**src/rtl/pc_address_unit_pkg.sv**
```systemverilog
// Shared control codes for the program-counter/address unit and the decoder that drives it,
// plus the PC next-value helper used once the vector fetch is complete.
package pc_address_unit_pkg;

   localparam logic [2:0] PC_HOLD   = 3'b000;
   localparam logic [2:0] PC_LD_LO  = 3'b001;
   localparam logic [2:0] PC_LD_HI  = 3'b010;
   localparam logic [2:0] PC_INC    = 3'b011;
   localparam logic [2:0] PC_JMP    = 3'b100;

   localparam logic [1:0] ADR_SEL_PC  = 2'd0;
   localparam logic [1:0] ADR_SEL_MEM = 2'd1;
   localparam logic [1:0] ADR_SEL_ALU = 2'd2;

   localparam logic [15:0] VECTOR_RESET = 16'hFFFC;

   typedef enum logic [1:0] {
      VEC_LO = 2'd0,
      VEC_HI = 2'd1,
      RUN    = 2'd2
   } vec_state_e;

   // Codes 101/110/111 fall into the hold arm on purpose.
   function automatic logic [15:0] pc_next(input logic [15:0] pc,
                                           input logic [2:0]  op,
                                           input logic [7:0]  din,
                                           input logic [15:0] jmp);
      logic [15:0] nxt;
      nxt = pc;
      case (op)
         PC_INC:   nxt = pc + 16'd1;
         PC_LD_LO: nxt = {pc[15:8], din};
         PC_LD_HI: nxt = {din, pc[7:0]};
         PC_JMP:   nxt = jmp;
         default:  nxt = pc;
      endcase
      return nxt;
   endfunction

endpackage

```
**src/rtl/pc_address_unit.sv**
```systemverilog
// Program counter owner and address-bus driver: fetches the reset vector, then follows
// the decoder's pc_enable / address_select controls.
module pc_address_unit
   import pc_address_unit_pkg::*;
#(
   parameter logic [15:0] RESET_VECTOR = VECTOR_RESET,
   parameter bit          SKIP_VECTOR  = 1'b0,
   parameter logic [15:0] RESET_PC     = 16'h0000
) (
   input  logic        clk,
   input  logic        rst_n,
   input  logic        clk_enable,
   input  logic [2:0]  pc_enable,
   input  logic [1:0]  address_select,
   input  logic [15:0] memory_address,
   input  logic [7:0]  alu_result,
   input  logic [7:0]  data_in,
   output logic [15:0] address_out,
   output logic [15:0] pc_out,
   output logic        ready
);

   localparam vec_state_e  RST_STATE = SKIP_VECTOR ? RUN : VEC_LO;
   localparam logic [15:0] VEC_HI_ADDR = RESET_VECTOR + 16'd1;

   vec_state_e  state_q;
   logic [15:0] pc_q;
   logic [15:0] pc_d;
   logic        ready_q;

   assign pc_d = pc_next(pc_q, pc_enable, data_in, memory_address);

   always_ff @(posedge clk or negedge rst_n) begin
      if (!rst_n) begin
         state_q <= RST_STATE;
         pc_q    <= RESET_PC;
         ready_q <= SKIP_VECTOR;
      end else if (clk_enable) begin
         case (state_q)
            VEC_LO: begin
               pc_q[7:0] <= data_in;
               state_q   <= VEC_HI;
            end
            VEC_HI: begin
               pc_q[15:8] <= data_in;
               state_q    <= RUN;
               ready_q    <= 1'b1;
            end
            RUN: begin
               pc_q <= pc_d;
            end
            default: begin
               state_q <= RST_STATE;
               pc_q    <= RESET_PC;
               ready_q <= SKIP_VECTOR;
            end
         endcase
      end
   end

   // Bus reflects the registered PC, so an increment shows the pre-increment value this cycle.
   always_comb begin
      address_out = pc_q;
      case (state_q)
         VEC_LO: address_out = RESET_VECTOR;
         VEC_HI: address_out = VEC_HI_ADDR;
         default: begin
            case (address_select)
               ADR_SEL_MEM: address_out = memory_address;
               ADR_SEL_ALU: address_out = {8'h00, alu_result};
               default:     address_out = pc_q;
            endcase
         end
      endcase
   end

   assign pc_out = pc_q;
   assign ready  = ready_q;

endmodule

```
**config.mk**
```make
export PLATFORM = sky130hd
export DESIGN_NAME = pc_address_unit
export DESIGN_NICKNAME = d
export VERILOG_FILES = /design/src/rtl/pc_address_unit_pkg.sv /design/src/rtl/pc_address_unit.sv
export SDC_FILE = /design/constraint.sdc
export NUM_CORES = 1
export LEC_CHECK = 0
export CORE_MARGIN = 4
export CORE_UTILIZATION = 40
export DETAILED_ROUTE_END_ITERATION = 12
export PLACE_DENSITY = 0.82
export SYNTH_ARGS = -nofsm -noshare
export SYNTH_HDL_FRONTEND = slang
export SYNTH_SLANG_ARGS = --single-unit
```
**constraint.sdc**
```tcl
create_clock -name clk -period 4 [get_ports clk]
set_input_delay 0.8 -clock clk [delete_from_list [all_inputs] [get_ports clk]]
set_output_delay 0.8 -clock clk [all_outputs]
set_load 0.03 [all_outputs]
```
* After elaboration in Yosys (flattened, before gate mapping)
Cells that the tools add are included.
** Operators by class
- Muxes and demuxes :: 7
- Reductions and logical operators :: 6
- Bitwise operators :: 4
- Add/sub/neg operators :: 1
- Equality and inequality tests :: 12
** Operators by type and width (count)
- $pmux 16 s2 :: 2
- $pmux 16 s4 :: 1
- $pmux 8 s3 :: 2
- $add 16x1->16 const B :: 1
- $ne 4x1->1 const B :: 2
- $reduce_and 4->1 :: 2
- $eq 3x2->1 const B :: 2
- $pmux 2 s3 :: 1
- $eq 2x1->1 const B :: 2
- $eq 2x2->1 const B :: 2
- $ne 2x2->1 const B :: 2
- $not 1->1 :: 4
- $reduce_and 2->1 :: 2
- $eq 3x1->1 const B :: 1
- $eq 3x3->1 const B :: 1
- $logic_not 2->1 :: 1
- $pmux 1 s2 :: 1
- $reduce_or 2->1 :: 1
** Storage, ports and cells
- Input bits :: 40
- Register bits :: 19
- Output and inout bits :: 33

* Logic depth before layout (Yosys ltp)
Gate-level depths: netlist of run 1.
- Word-level depth :: 4
- Gate-level depth with buffers :: 8
- Depth with buffers taken out :: 7

* Worst setup path after synthesis of run 1
No wires, ideal clock.
- Kind :: in2out
- Start :: input port address_select[0]
- End :: output port address_out[1]
- Path slack :: 1.076 ns
- Stages :: 5
- Buffers on the path :: 1
- Required time :: 3.200 ns
- Data arrival time :: 2.124 ns
- Cells stage by stage :: inv_1 ha_1 clkbuf_1 a21oi_1 nor3_1
** Between the ends
- Longest elaborated chain between the ends :: 3
- Elaborated cells on any way between the ends :: 4
- Classes of those cells :: 2 x eq/ne; 2 x mux
** Ends and longest elaborated chain
- from (decl) :: RTL line pc_address_unit.sv:14 : input logic [1:0] address_select,
- $eq 2x2->1 or $eq 2x1->1 (tied branches) :: RTL line pc_address_unit.sv:68 : case (address_select)
- $pmux 16 s2 (*) :: RTL line pc_address_unit.sv:68
- $pmux 16 s2 (*) :: RTL line pc_address_unit.sv:64 : case (state_q)
- to (decl) :: RTL line pc_address_unit.sv:18 : output logic [15:0] address_out,
Mark *: on every way between the ends. The rest lies on a longest branch, timed or not.

* Final worst setup path of run 1
- Start :: input port address_select[1]
- End :: output port address_out[5]
Same word-level chain as after synthesis.

==> metrics.csv, run 1 <==
stage,metric,value,unit
timing,worst relative slew slack,0.349,
critical_path,Critical path origin,address_select[1],
synth,Syn Inst Count,261,
synth,mux share of post-synthesis cell area,0.0171,
synth,Post-Syn Area,1970,um^2
synth,"Avg Cell Area, Syn",7.56,um^2
synth,Main synth FF type,dfrtp_1,
timing,count of final max-slew check failures,0,
placement,port bufs,72,
synth,post-synthesis sequential area ratio,0.241,
cells_and_area,area of the multi-input gates,1390,um^2
cells_and_area,fraction of layout instances using a drive strength above 1,0.0732,
floorplan,die area,6120,um^2
timing,slew of the pin with the lowest slew margin,0.974,ns
route,number of vias per cell,6.11,
critical_path,"slowest stage delay, CP",0.73,ns
route,number of DRC markers in iteration 0,187,
cts,Max clock buf depth,2,
cts,Clock transition at path regs,0.08,ns
critical_path,CP arrival,2.86,ns
floorplan,Initial Utilization,0.415,
min_path,Hold Crit Class,reg -> reg,
critical_path,r2r startpoint,state_q[0],
critical_path,"Buf+Inv Stages, Crit Path",2,
timing,Final period util,0.915,
synth,synth unique cells,51,
global_routing,first-pass GRT wire length,11200,um
cts,Skew-Pair Late Insertion Delay,0.26,ns
floorplan,num rows,25,
critical_path,crit end category,primary output,
pwr,P_leak,1.04,nW
timing,tightest hold margin,0.512,ns
cts,CTS Buf Count,3,
route,Routed Antenna Nets,0,
timing,Final setup violation count,0,
placement,placed instance area,2730,um^2
synth,post-synthesis simple-gate area fraction,0.257,
cts,post-CTS sizing,0,
route,DRC viols,0,
synth,Post-Synth XOR/XNOR Area,0.0133,
cts,root buffer cell,clkbuf_8,
route,Routed wire per std cell,17.3,um
route,overall routed net length,6840,um
route,vias post-DR,2413,
critical_path,CP Cell Sequence,"clkdlybuf4s50_1, ha_1, a22oi_1, o211ai_1, clkdlybuf4s50_1",
timing,final hold violation count,0,
floorplan,io pins,73,
min_path,HP Start,ready,
critical_path,largest fanout on the critical path,8,
critical_path,critical path class,in -> out,
timing,fin crit period,3.66,ns
pwr,pwr/cell area,728,nW/um^2
cells_and_area,post-route cell area,2780,um^2
global_routing,gr ovfl total,0,
floorplan,Die Wd,78.2,um
timing,max frequency,0.273,GHz
synth,share of synthesized flip-flops with an asynchronous set or reset,1.00,
synth,largest family of logic cells by synthesized area,compound AO/OA/AOI/OAI gates,
critical_path,"CP delay by family, top",buffers and inverters,
timing,RSZ-0062 raised after global routing,no,
cells_and_area,Fillers,448,
run_status,status,completed,
timing,Fin Clk Skew,0.00371,ns
critical_path,CP required,3.20,ns
cells_and_area,P&R area growth vs syn,40.8,%
cts,Setup Buffers After CTS,0,
global_routing,vias in the first global route,2266,
placement,GP Congestion,0.901,
route,DRT Pass-1 Iters,5,
timing,setup TNS,0,ns
synth,yosys warns,0,
placement,DP Wirelength,5200,um
synth,syn nets,307,
critical_path,Critical-path top delay cell,clkdlybuf4s50_1,
floorplan,area of the core,4750,um^2
pwr,Worst VDD drop,0.000373,V
job,Max-Cap Viols,0,
cts,htree depth,1,
global_routing,total track usage,0.222,
global_routing,initial antenna violation count,0,
pwr,total power,0.00202,W
synth,Synth Area in Adders,0.0380,
critical_path,Most common cell on crit path,clkdlybuf4s50_1,
synth,number of synthesized flops with an enable pin,0,
synth,register bit total from synthesis,19,
synth,Synth Area in Compound Gates,0.378,
global_routing,largest net degree at the start of global routing,21,
cts,CTS tree,yes,
cells_and_area,Ant. Diodes,0,
cells_and_area,Seq. cell area,475,um^2
cts,Num Clock Sinks,19,
critical_path,Startpoint Class,primary input,
cts,hold buffer count at cts,0,
cells_and_area,final net count,375,
floorplan,Die Y,78.2,um
[Yosys cell counts (all sizes together), types with 2 or more instances]
library cell,number,share of area
a22o,2,0.0089
nand2,47,0.089
nand3,8,0.025
nor3,6,0.015
nand4,3,0.0095
a21oi,17,0.043
inv,9,0.017
nor2b,8,0.029
buf,6,0.023
xnor2,2,0.0089
o21ai,25,0.063
and2,2,0.0063
a211o,2,0.0089
a31oi,7,0.022
a221o,3,0.015
dfrtp,19,0.24
a21o,2,0.0076
nand3b,2,0.0076
a22oi,20,0.076
and3,2,0.0070
nor2,11,0.025
o31ai,2,0.015
ha,6,0.038
clkbuf,8,0.015
nand2b,3,0.0095
mux2,3,0.017
o22ai,7,0.025
o211ai,14,0.053
a41oi,2,0.0089
[routing by layer]
layer,wire [um],vias up,global-route usage
li1,-,1125,-
met1,2790,1124,0.292
met2,3300,154,0.378
met3,670,10,0.0413
met4,79,0,0.0490
met5,0,-,0
[cells by family after synthesis]
logic type,after synthesis
AND/OR/NAND/NOR,97
buffers and inverters,23
flip-flops,19
adder cells (fa/ha/maj),6
XOR/XNOR,3
multiplexers,3
AO/OA/AOI/OAI,110
[power by group]
group | internal, W | total [W] | switching, W
clock | 0.0000711 | 0.000145 | 0.0000744
sequential | 0.000282 | 0.000440 | 0.000158
combinational | 0.000595 | 0.00144 | 0.000843
[area by class of cell]
| cell class | instances | share of cell area |
|---|---|---|
| Clock buffer | 4 | 0.0162 |
| Inverter | 9 | 0.0122 |
| Multi-Input combinational cell | 219 | 0.499 |
| Sequential cell | 19 | 0.171 |
| Tap cell | 67 | 0.0302 |
| Timing Repair Buffer | 77 | 0.271 |
[layout by cell type, fill, tap and decap left out, types with 3 or more instances in the layout]
cell type / Yosys / layout
nor2b_1: 7 / 7
nand3_1: 6 / 6
buf_4: 2 / 7
a31oi_1: 7 / 7
o211ai_1: 14 / 14
mux2_2: 3 / 3
nand4_1: 3 / 3
dfrtp_1: 19 / 19
nand2_1: 47 / 47
o21ai_0: 25 / 25
clkbuf_8: 0 / 3
ha_1: 6 / 6
a21oi_1: 17 / 17
clkdlybuf4s50_1: 0 / 70
nor2_1: 10 / 10
a221o_1: 3 / 3
a22oi_1: 20 / 20
nand2b_1: 3 / 3
o22ai_1: 6 / 6
inv_1: 9 / 9
nor3_1: 6 / 6
[stage by stage]
stage,setup WS (ns),std cells,utilization
after global routing,0.233,395,0.584
after floorplan,1.08,261,-
after global placement,0.337,391,0.575
after CTS,0.368,395,0.584
after detailed placement,0.372,391,0.575
final,0.341,395,0.584
[sequential cells by signal, summed over array words and instances (netlist names)]
name     cells
pc_out      16
state_q      2
ready        1
[path summary, 6_finish.rpt]
kind,endpoint,slack [ns],cells past startpoint
min in group asynchronous,pc_out[10],1.07,1
max,address_out[5],0.34,5
min,ready,0.51,1
max in group asynchronous,pc_out[7],2.34,1
min reg2reg,ready,0.51,1
max reg2reg,pc_out[11],1.84,7
Note: power is estimated with default switching activity, not from simulation.
==> inputs of run 2 (changes only) <==
CELL_PAD_IN_SITES_DETAIL_PLACEMENT = 1   (was unset)
CELL_PAD_IN_SITES_GLOBAL_PLACEMENT = 1   (was unset)
CORE_UTILIZATION = 34   (was 40)
PLACE_DENSITY = 0.95   (was 0.82)
==> run 2 against run 1 <==
Net effect: setup slack worse by 0.076 ns; sequential power grew 2%; routed wire length grew 18%; combinational power about the same; design area is 0.50% higher; non-clock buffer count up 1; first-iteration DRC count rose by 21%; cell count grew 1.5%; critical path depth did not move.
==> metrics.csv, run 2 (synthesized netlist as in run 1, its figures left out) <==
stage,metric,value,unit
job,Max-Cap Viols,0,
cts,CTS Buf Count,3,
cts,CTS tree,yes,
timing,max frequency,0.268,GHz
critical_path,CP arrival,2.93,ns
min_path,Hold Crit Class,reg -> reg,
cts,root buffer cell,clkbuf_8,
critical_path,Startpoint Class,register,
critical_path,CP Cell Sequence,"inv_1, ha_1, nor2_1, o211ai_1, clkdlybuf4s50_1",
timing,Final period util,0.934,
cells_and_area,area of the multi-input gates,1390,um^2
critical_path,critical path class,reg -> out,
route,vias post-DR,2466,
pwr,pwr/cell area,735,nW/um^2
route,Routed Antenna Nets,0,
min_path,HP Start,ready,
placement,DP Wirelength,6170,um
global_routing,first-pass GRT wire length,13200,um
route,DRT Pass-1 Iters,5,
route,Routed wire per std cell,20.2,um
global_routing,gr ovfl total,0,
cts,Setup Buffers After CTS,0,
floorplan,io pins,73,
route,number of vias per cell,6.15,
critical_path,Critical-path top delay cell,nor2_1,
critical_path,"setup slack, reg-to-reg",1.72,ns
timing,setup TNS,0,ns
cells_and_area,max reg flops,16,
critical_path,Critical R2R Capture,pc_out[15],
pwr,Worst VDD drop,0.000398,V
min_path,WHS Endpoint,ready,
floorplan,Die Wd,84.2,um
timing,count of final max-slew check failures,0,
cells_and_area,Seq. cell area,475,um^2
cts,Num Clock Sinks,19,
run_status,status,completed,
global_routing,total track usage,0.226,
critical_path,crit end category,primary output,
global_routing,initial antenna violation count,0,
critical_path,"CP delay by family, top",simple AND/OR/NAND/NOR gates,
cells_and_area,P&R area growth vs syn,41.5,%
timing,final hold violation count,0,
cells_and_area,Ant. Diodes,0,
global_routing,vias in the first global route,2596,
floorplan,num rows,27,
timing,worst relative slew slack,0.200,
cells_and_area,Fillers,697,
timing,RSZ-0062 raised after global routing,no,
cts,Max clock buf depth,2,
timing,fin crit period,3.73,ns
timing,tightest hold margin,0.527,ns
cells_and_area,"commonest cells after routing, fill and taps aside","70 x clkdlybuf4s50_1, 47 x nand2_1, 25 x o21ai_0",
critical_path,r2r startpoint,state_q[1],
min_path,Min-Delay Path Depth,1,
critical_path,largest fanout on the critical path,14,
route,overall routed net length,8090,um
route,number of DRC markers in iteration 0,227,
global_routing,largest net degree at the start of global routing,20,
timing,Final setup violation count,0,
cts,Clock transition at path regs,0.08,ns
critical_path,CP required,3.20,ns
cts,hold buffer count at cts,0,
critical_path,Critical Path Stages,5,
pwr,P_leak,1.05,nW
cells_and_area,fraction of layout instances using a drive strength above 1,0.0760,
cells_and_area,"most common cell after layout, fill and taps aside",clkdlybuf4s50_1,
critical_path,"Buf+Inv Stages, Crit Path",2,
floorplan,Die Y,84.2,um
placement,port bufs,72,
floorplan,Initial Utilization,0.354,
timing,slew of the pin with the lowest slew margin,1.20,ns
critical_path,"slowest stage delay, CP",0.94,ns
floorplan,area of the core,5570,um^2
cells_and_area,final net count,376,
cts,htree depth,1,
timing,Fin Clk Skew,0.00480,ns
critical_path,Register-to-Register Path Depth,8,
route,DRC viols,0,
floorplan,die area,7090,um^2
placement,GP Congestion,0.899,
cts,post-CTS sizing,0,
cts,Skew-Pair Late Insertion Delay,0.27,ns
-- run 2: cell count changes in the layout (fill, tap and decap cells not counted) --
cell   change
buf_4      +1
-- run 2: per-stage QoR --
stage / setup slack (ns) / area, um^2 / utilization / total power [W] / instances
after CTS: 0.245 / 2790 / 0.501 / 0.00205 / 401
after global routing: 0.166 / 2790 / 0.501 / 0.00217 / 401
after global placement: 0.391 / 2750 / 0.493 / 0.00185 / 397
after floorplan: 1.08 / 1970 / - / 0.00129 / 261
after detailed placement: 0.337 / 2750 / 0.493 / 0.00190 / 397
final: 0.265 / 2790 / 0.501 / 0.00205 / 401
-- run 2: worst max-delay path by stage --
stage | startpoint | to | slack (ns)
6_report | state_q[1] | address_out[5] | 0.27
5_1_grt | state_q[1] | address_out[5] | 0.17
4_1_cts | state_q[1] | address_out[5] | 0.25
3_5_place_dp | address_select[0] | address_out[9] | 0.34
3_3_place_gp | address_select[0] | address_out[9] | 0.39
2_1_floorplan | address_select[0] | address_out[1] | 1.08
-- run 2: cell type report --
| type | instances | area share |
|---|---|---|
| multi-input combinational | 219 | 0.497 |
| tap | 72 | 0.0323 |
| clock buffer | 4 | 0.0161 |
| inverter | 9 | 0.0121 |
| sequential | 19 | 0.170 |
| timing repair buffer | 78 | 0.272 |
-- run 2: metal layers --
metal,share of wire,GRT usage
met5,0,0
met4,0.018,0.0512
met3,0.065,0.0451
met2,0.49,0.395
met1,0.43,0.286
-- run 2: report_power, final --
part	internal, W	leakage (nW)	switching (W)
combinational	0.000589	0.782	0.000870
clock	0.0000712	0.0228	0.0000752
sequential	0.000281	0.244	0.000166
total	0.000941	1.05	0.00111
==> inputs of run 3 (changes only) <==
CORE_UTILIZATION = 29   (was 34)
PLACE_DENSITY = 0.87   (was 0.95)
clock period = 3.15 ns   (was 4 ns; I/O delays follow)
==> run 3 against run 2 <==
Net effect: combinational power increased by 26%; design area increased by 0.63%; die area increased by 16%; largest cell class unchanged; highest routed layer unchanged.
==> metrics.csv, run 3 (synthesized netlist as in run 1, its figures left out) <==
stage,metric,value,unit
cts,CTS Buf Count,3,
placement,DP Wirelength,6330,um
placement,GP Congestion,0.846,
timing,slew of the pin with the lowest slew margin,0.564,ns
route,number of DRC markers in iteration 0,177,
timing,count of final max-slew check failures,0,
cts,post-CTS sizing,0,
floorplan,Die Wd,90.5,um
global_routing,met1 Use GR,0.249,
cts,Setup Buffers After CTS,0,
timing,setup TNS,0,ns
global_routing,initial antenna violation count,0,
global_routing,first-pass GRT wire length,13500,um
global_routing,GR Util met2,0.358,
job,Max-Cap Viols,0,
critical_path,critical path class,in -> out,
timing,Final period util,0.951,
cells_and_area,Ant. Diodes,0,
pwr,Flop pwr share,0.218,
cells_and_area,Final Util,0.433,
global_routing,largest net degree at the start of global routing,20,
critical_path,Critical-path top delay cell,clkdlybuf4s50_1,
global_routing,vias in the first global route,2618,
floorplan,area of the core,6490,um^2
run_status,status,completed,
cts,CTS tree,yes,
pwr,pwr/cell area,924,nW/um^2
cts,hold buffer count at cts,0,
floorplan,num rows,29,
min_path,Hold Crit Class,reg -> reg,
floorplan,die area,8190,um^2
critical_path,CP arrival,2.37,ns
cts,Max clock buf depth,2,
route,number of vias per cell,5.91,
cells_and_area,fraction of layout instances using a drive strength above 1,0.137,
floorplan,Initial Utilization,0.304,
global_routing,met3 usage,0.0325,
cells_and_area,Fillers,810,
route,DRT Pass-1 Iters,4,
critical_path,"slowest stage delay, CP",0.48,ns
cells_and_area,fin cells,412,
global_routing,gr ovfl total,0,
timing,fin crit period,3.00,ns
timing,Fin Clk Skew,0.00872,ns
timing,Final WS setup,0.153,ns
cells_and_area,P&R area growth vs syn,42.4,%
cells_and_area,"commonest cells after routing, fill and taps aside","56 x clkdlybuf4s50_1, 47 x nand2_1, 28 x buf_4",
placement,port bufs,72,
timing,RSZ-0062 raised after global routing,no,
timing,worst relative slew slack,0.624,
critical_path,"Buf+Inv Stages, Crit Path",4,
critical_path,"CP delay by family, top",buffers and inverters,
cts,Clock transition at path regs,0.08,ns
floorplan,io pins,73,
pwr,Worst VDD drop,0.000384,V
pwr,total power,0.00260,W
critical_path,CP required,2.52,ns
cells_and_area,final net count,382,
route,Routed Antenna Nets,0,
critical_path,CP Cell Sequence,"clkdlybuf4s50_1, inv_1, ha_1, buf_4, nor2b_1, a22oi_1, nand2_1, buf_4",
pwr,combinational group share of total power,0.707,
pwr,switch share,0.553,
route,DRC viols,0,
cells_and_area,max reg flops,16,
route,overall routed net length,8340,um
critical_path,largest fanout on the critical path,13,
cts,root buffer cell,clkbuf_8,
timing,max frequency,0.334,GHz
cts,htree depth,1,
placement,dpl ws,0.174,ns
floorplan,Die Y,90.5,um
timing,final hold violation count,0,
pwr,net switching power,0.00144,W
cts,Num Clock Sinks,19,
route,Routed wire per std cell,20.2,um
pwr,Pint,0.00116,W
route,vias post-DR,2436,
placement,placed insts,408,
pwr,P_leak,1.09,nW
critical_path,Startpoint Class,primary input,
critical_path,Most common cell on crit path,buf_4,
cells_and_area,"most common cell after layout, fill and taps aside",clkdlybuf4s50_1,
global_routing,total track usage,0.200,
timing,Final setup violation count,0,
global_routing,Most Crowded Layer GR,met2,
critical_path,crit end category,primary output,
cts,Skew-Pair Late Insertion Delay,0.27,ns
pwr,Clk pwr share,0.075,
==> run 3: changes by cell type in the layout (fill, tap and decap cells not counted) <==
cell	previous run	this run
buf_4	8	28
clkbuf_1	1	0
clkdlybuf4s50_1	70	56
clkinv_2	0	1
==> run 3: final cells by class <==
cell class,count,area (um^2),area share
Multi-Input combinational cell,219,1390,0.494
Timing Repair Buffer,84,771,0.274
Sequential cell,19,475,0.169
Tap cell,77,96.3,0.0343
Clock buffer,3,41.3,0.0147
Inverter,9,33.8,0.0120
Clock inverter,1,5.00,0.00178
==> run 3: final timing paths <==
check                                   from         endpoint  slack, ns  depth (start not counted)
min in group asynchronous              rst_n       pc_out[14]       0.71                          2
max                        address_select[0]  address_out[12]       0.15                          8
min reg2reg                            ready            ready       0.53                          1
min                                    ready            ready       0.53                          1
max in group asynchronous              rst_n        pc_out[5]       2.20                          2
max reg2reg                       state_q[0]       pc_out[11]       0.92                          7
==> run 3: per-layer routing <==
metal	up-vias	share of wire	routed length [um]
li1	1134	-	-
met3	13	0.071	596
met5	-	0	0
met1	1191	0.42	3500
met4	0	0.013	105
met2	98	0.50	4140
==> run 3: worst reg2reg max path: cells and delay by family (launching register included) <==
family                   cells  cell delay (ns)
buffers and inverters        2             0.27
adder cells (fa/ha/maj)      1             0.28
AO/OA/AOI/OAI                3             1.05
AND/OR/NAND/NOR              1             0.13
flip-flops                   1             0.41
==> run 3: power by group through the flow <==
| stage | Clock [W] | Sequential (W) | Combinational (W) |
|---|---|---|---|
| finish | 0.000194 | 0.000568 | 0.00184 |
| detailed placement | 0 | 0.000565 | 0.00183 |
| global placement | 0 | 0.000557 | 0.00178 |
| floorplan | 0 | 0.000710 | 0.000924 |
| global route | 0.000204 | 0.000585 | 0.00196 |
| CTS | 0.000193 | 0.000561 | 0.00184 |
==> run 3: through the flow <==
stage	cell area, um^2	hold slack (ns)
finish	2810	0.528
global route	2810	0.551
CTS	2810	0.534
detailed placement	2760	0.514
global placement	2760	0.495
floorplan	1970	0.334
